`src/rtl/mem_access_unit.sv`:
```
// Load/store unit: forms the pre/post-indexed effective address and runs one byte or word
// access over a req/ack memory port, with alignment and timeout fault reporting.
module mem_access_unit #(
  parameter int unsigned WORD    = 16,
  parameter int unsigned TIMEOUT = 15
) (
  input  logic            clk_i,
  input  logic            rst_i,
  input  logic            start_i,
  input  logic            write_i,
  input  logic            byte_i,
  input  logic            pre_i,
  input  logic [WORD-1:0] base_i,
  input  logic [WORD-1:0] offset_i,
  input  logic [WORD-1:0] wdata_i,
  output logic            mem_req_o,
  output logic            mem_we_o,
  output logic [WORD-1:0] mem_addr_o,
  output logic [1:0]      mem_be_o,
  output logic [WORD-1:0] mem_wdata_o,
  input  logic            mem_ack_i,
  input  logic [WORD-1:0] mem_rdata_i,
  output logic [WORD-1:0] rdata_o,
  output logic [WORD-1:0] base_upd_o,
  output logic            done_o,
  output logic            fault_o,
  output logic            busy_o
);

  typedef enum logic [1:0] {StIdle, StReq, StDone, StFault} state_e;

  state_e          state_q;
  logic [7:0]      cnt_q;
  logic            write_q;
  logic            byte_q;
  logic [WORD-1:0] sum_q;
  logic            req_q, we_q, done_q, fault_q, busy_q;
  logic [WORD-1:0] addr_q, wdata_q, rdata_q, base_upd_q;
  logic [1:0]      be_q;

  logic [WORD-1:0] sum, ea, wdata_new, ld_data;
  logic [1:0]      be_new;
  logic            misalign;

  always_comb begin
    sum       = base_i + offset_i;
    ea        = pre_i ? sum : base_i;
    misalign  = !byte_i && ea[0];
    be_new    = byte_i ? (ea[0] ? 2'b10 : 2'b01) : 2'b11;
    wdata_new = byte_i ? {wdata_i[7:0], wdata_i[7:0]} : wdata_i;
    // Byte loads pick the lane chosen by the latched enables and zero-extend it.
    if (!byte_q)         ld_data = mem_rdata_i;
    else if (be_q[1])    ld_data = {8'h00, mem_rdata_i[15:8]};
    else                 ld_data = {8'h00, mem_rdata_i[7:0]};
  end

  always_ff @(posedge clk_i) begin
    if (rst_i) begin
      state_q    <= StIdle;
      cnt_q      <= '0;
      write_q    <= 1'b0;
      byte_q     <= 1'b0;
      sum_q      <= '0;
      req_q      <= 1'b0;
      we_q       <= 1'b0;
      done_q     <= 1'b0;
      fault_q    <= 1'b0;
      busy_q     <= 1'b0;
      addr_q     <= '0;
      wdata_q    <= '0;
      rdata_q    <= '0;
      base_upd_q <= '0;
      be_q       <= '0;
    end else begin
      done_q  <= 1'b0;
      fault_q <= 1'b0;
      unique case (state_q)
        StIdle: begin
          if (start_i) begin
            sum_q   <= sum;
            write_q <= write_i;
            byte_q  <= byte_i;
            busy_q  <= 1'b1;
            if (misalign) begin
              state_q <= StFault;
              fault_q <= 1'b1;
            end else begin
              state_q <= StReq;
              cnt_q   <= '0;
              req_q   <= 1'b1;
              we_q    <= write_i;
              addr_q  <= ea;
              be_q    <= be_new;
              wdata_q <= wdata_new;
            end
          end
        end
        StReq: begin
          if (mem_ack_i) begin
            state_q    <= StDone;
            done_q     <= 1'b1;
            req_q      <= 1'b0;
            we_q       <= 1'b0;
            base_upd_q <= sum_q;
            if (!write_q) rdata_q <= ld_data;
          end else if (cnt_q == 8'(TIMEOUT - 1)) begin
            // Counter started at zero, so the request was held for exactly TIMEOUT cycles.
            state_q <= StFault;
            fault_q <= 1'b1;
            req_q   <= 1'b0;
            we_q    <= 1'b0;
          end else begin
            cnt_q <= cnt_q + 8'd1;
          end
        end
        StDone, StFault: begin
          state_q <= StIdle;
          busy_q  <= 1'b0;
        end
        default: state_q <= StIdle;
      endcase
    end
  end

  assign mem_req_o   = req_q;
  assign mem_we_o    = we_q;
  assign mem_addr_o  = addr_q;
  assign mem_be_o    = be_q;
  assign mem_wdata_o = wdata_q;
  assign rdata_o     = rdata_q;
  assign base_upd_o  = base_upd_q;
  assign done_o      = done_q;
  assign fault_o     = fault_q;
  assign busy_o      = busy_q;

endmodule

```
`config.mk`:
```
export PLATFORM = sky130hd
export DESIGN_NAME = mem_access_unit
export DESIGN_NICKNAME = d
export VERILOG_FILES = /design/src/rtl/mem_access_unit.sv
export SDC_FILE = /design/constraint.sdc
export NUM_CORES = 1
export LEC_CHECK = 0
export ABC_CLOCK_PERIOD_IN_PS = 3100
export BUFFER_PORTS_ARGS = -buffer_cell sky130_fd_sc_hd__buf_2
export CAP_MARGIN = 0
export CORE_MARGIN = 2
export CORE_UTILIZATION = 45
export CTS_BUF_LIST = sky130_fd_sc_hd__clkbuf_2
export DETAILED_ROUTE_END_ITERATION = 8
export GPL_TIMING_DRIVEN = 0
export PLACE_DENSITY_LB_ADDON = 0.15
export SLEW_MARGIN = 5
export SYNTH_ARGS = -nofsm -noshare
export SYNTH_HDL_FRONTEND = slang
export SYNTH_SLANG_ARGS = --single-unit
```
`constraint.sdc`:
```
create_clock -name clk_i -period 3.1 [get_ports clk_i]
set_clock_uncertainty 0.2 [all_clocks]
set_input_delay 0.62 -clock clk_i [delete_from_list [all_inputs] [get_ports clk_i]]
set_output_delay 0.62 -clock clk_i [all_outputs]
set_load 0.05 [all_outputs]
```
==> results.cfg <==
[setup_path]
critPathRequiredTime_ps = 3340
critPathKind = reg2reg
critPathLaunchType = flop
cp_slowest_cell = clkbuf_1
crit_fanout = 10
critPathMaxStageDelay_ps = 530
crit_top_cell = clkbuf_1
worstReg2RegStart = state_q[0]
path_cells = nor2b_1, nand2b_1, clkbuf_1, nor2_1, clkbuf_1, a21oi_1
r2r-end = mem_addr_o[6]
crit_buf_inv = 2
endpoint_kind = flop
cp.arrival_ps = 2590
rrSetupSlack_ps = 750
cp_top_family = buffers and inverters
r2r_cells = 6
startpoint = state_q[0]

[place]
hpwl_um = 9690
gp_congestion = 0.897
io_buffers = 140

[synth]
synth-seq-cells = 99
synth-seq-area-share = 0.429
ys_warn_count = 0
syn_area_mm2 = 0.00462
avgSynthCellArea_um2 = 8.39
synth_cell_types = 57
netlist_instances = 551
synth_nets = 640

[worst_hold_path]
holdPathStages = 3
hp-class = in2reg
hold_end = mem_wdata_o[4]
min_from = wdata_i[4]

[power_and_ir_drop]
p_per_area_mw_per_mm2 = 500
totalPowerFinal_uw = 2820
ir_drop_uv = 237
p_leak_uw = 0.00250

[final_layout]
finalNetCount = 795
syn_to_final_growth_pct = 22.1
postLayoutCoreUtil = 0.572
num_antenna_cells = 0
drive_gt1_frac = 0.262

[timing]
setup_viol = 0
whs_ps = 27.7
hold_viol_final = 0
fin_crit_ps = 2350
rsz0062_at_grt = false
tightest_slew_ps = 694
drv_slew = 0
timing.fmax_mhz = 425
tns_ps = 0
slew_headroom = 0.537
min_period_over_period = 0.759

[clocking]
h-tree-depth = 3
clk_pin_slew_ps = 310
insertion_delay_ps = 570
cts.sinks = 99
cts.root.buffer_cell = clkbuf_2
cts_buffers = 9
clockBufferDepth = 2
cts_tree = done

[floorplanning]
rows = 36
die_w_um = 105
fp.dieH_um = 105
ios = 142
core_area_mm2 = 0.00986
die_area_mm2 = 0.0111
initial_core_util = 0.468

[global_route]
gr-total-overflow = 0
grt_start_max_net_pins = 20
grt_antenna_before_repair = 0
grt_pass1_vias = 4229
grt_pass1_wl_um = 19900
grtUsageTotal = 0.224

[run_status]
status = finished, final reports clean

[routing]
drtIter0Drc = 162
vias_per_cell = 5.25
drc = 0
ant_nets = 0
drtPass1Iterations = 4
vias = 4428
wirelength_um = 12600
wl_per_cell_um = 15.0

[run]
maxCapViolations = 0
Yosys cell counts, drive strengths merged:
| library cell | n | area share |
|---|---|---|
| a2111oi | 3 | 0.0073 |
| a211oi | 15 | 0.025 |
| a21o | 8 | 0.013 |
| a21oi | 76 | 0.084 |
| a221oi | 1 | 0.0019 |
| a22oi | 1 | 0.0016 |
| a311oi | 9 | 0.018 |
| a31o | 3 | 0.0057 |
| a31oi | 4 | 0.0068 |
| and2 | 3 | 0.0043 |
| and3 | 2 | 0.0027 |
| and4 | 2 | 0.0038 |
| buf | 17 | 0.022 |
| clkbuf | 18 | 0.015 |
| dfxtp | 99 | 0.43 |
| fa | 1 | 0.0043 |
| ha | 17 | 0.046 |
| inv | 4 | 0.0032 |
| mux2i | 19 | 0.042 |
| nand2 | 109 | 0.089 |
| nand2b | 2 | 0.0027 |
| nand3 | 13 | 0.014 |
| nand3b | 8 | 0.013 |
| nand4 | 2 | 0.0027 |
| nand4b | 2 | 0.0038 |
| nor2 | 48 | 0.041 |
| nor2b | 4 | 0.0054 |
| nor3 | 5 | 0.0054 |
| nor3b | 2 | 0.0032 |
| nor4 | 2 | 0.0027 |
| o211ai | 3 | 0.0060 |
| o21a | 1 | 0.0016 |
| o21ai | 21 | 0.025 |
| o21bai | 1 | 0.0016 |
| or2 | 1 | 0.0014 |
| or3 | 4 | 0.0054 |
| xnor2 | 13 | 0.025 |
| xor2 | 8 | 0.015 |
flip-flops by register name, indices dropped and copies added (netlist names), 2 cells and up:
| register | flops |
|---|---|
| base_upd_o | 16 |
| cnt_q | 8 |
| mem_addr_o | 16 |
| mem_be_o | 2 |
| mem_wdata_o | 16 |
| rdata_o | 16 |
| state_q | 2 |
| sum_q | 16 |
repair_timing:
action	CTS	global route
endpoints found under the setup margin	0	0
resized for setup	0	0
endpoints found under the hold margin	0	4
setup buffers	0	0
hold buffers	0	4
power breakdown:
part / total, uW / internal, uW / switching [uW]
clock network: 612 / 128 / 483
registers: 1410 / 1360 / 43.2
logic: 800 / 253 / 547
total: 2820 / 1740 / 1070
cell usage in the layout (no fill, tap or decap), types with 3 or more instances in the layout:
cell type,synthesis,final
a21o_1,7,7
ha_1,17,17
a311oi_1,8,8
nor2b_1,4,4
nand3b_1,8,8
dfxtp_1,99,99
buf_2,8,148
xor2_1,8,8
o21ai_2,3,3
o21ai_0,14,14
a31oi_1,3,3
clkbuf_2,1,10
buf_6,3,3
a211oi_1,14,14
inv_1,4,4
buf_1,5,5
xnor2_1,13,13
or3_1,4,4
clkbuf_1,17,17
dlygate4sd3_1,0,4
nand3_1,13,13
nand2_1,108,108
o21ai_1,4,4
mux2i_1,18,18
nor2_1,47,47
nor3_1,5,5
a21oi_1,74,74
worst min-delay path, delay by kind of cell:
kind	cells	cell delay (ps)
buffers and inverters	1	100
AND/OR/NAND/NOR	1	50
AO/OA/AOI/OAI	1	50
kinds of logic after synthesis:
logic type / after synthesis / share of synthesized area
multiplexers: 19 / 0.0420
AND/OR/NAND/NOR: 209 / 0.200
XOR/XNOR: 21 / 0.0398
buffers and inverters: 39 / 0.0398
flip-flops: 99 / 0.429
adder cells (fa/ha/maj): 18 / 0.0504
AO/OA/AOI/OAI: 146 / 0.199
routing by layer:
metal  wire [um]  vias up  global-route usage
met4         176        0              0.0600
li1            -     2240                   -
met2        6380      104               0.403
met3         638       15              0.0408
met5           0        -                   0
met1        5440     2069               0.272
worst max-delay path by stage:
stage / cells after the start / slack, ps / to
2_1_floorplan: 9 / 590 / mem_addr_o[14]
3_3_place_gp: 10 / 170 / mem_addr_o[12]
3_5_place_dp: 10 / 150 / mem_addr_o[12]
4_1_cts: 6 / 770 / mem_addr_o[6]
5_1_grt: 6 / 480 / mem_addr_o[6]
6_report: 6 / 750 / mem_addr_o[6]
layout make-up:
class | count | area, um2
clock inverters | 7 | 68.8
multi-input cells | 413 | 2450
inverters | 4 | 15.0
repair buffers | 144 | 741
clock buffers | 9 | 45.0
well taps | 133 | 166
plain buffers | 35 | 169
fillers | 983 | 4220
flip-flops and latches | 99 | 1980
metrics by stage:
step	setup slack (ps)	instance area, um2	cells
finish	746	5640	844
global placement	168	5490	824
floorplan	587	4620	551
global route	482	5640	844
detailed placement	148	5490	824
CTS	768	5600	840
Power figures use the tool's default switching activity.
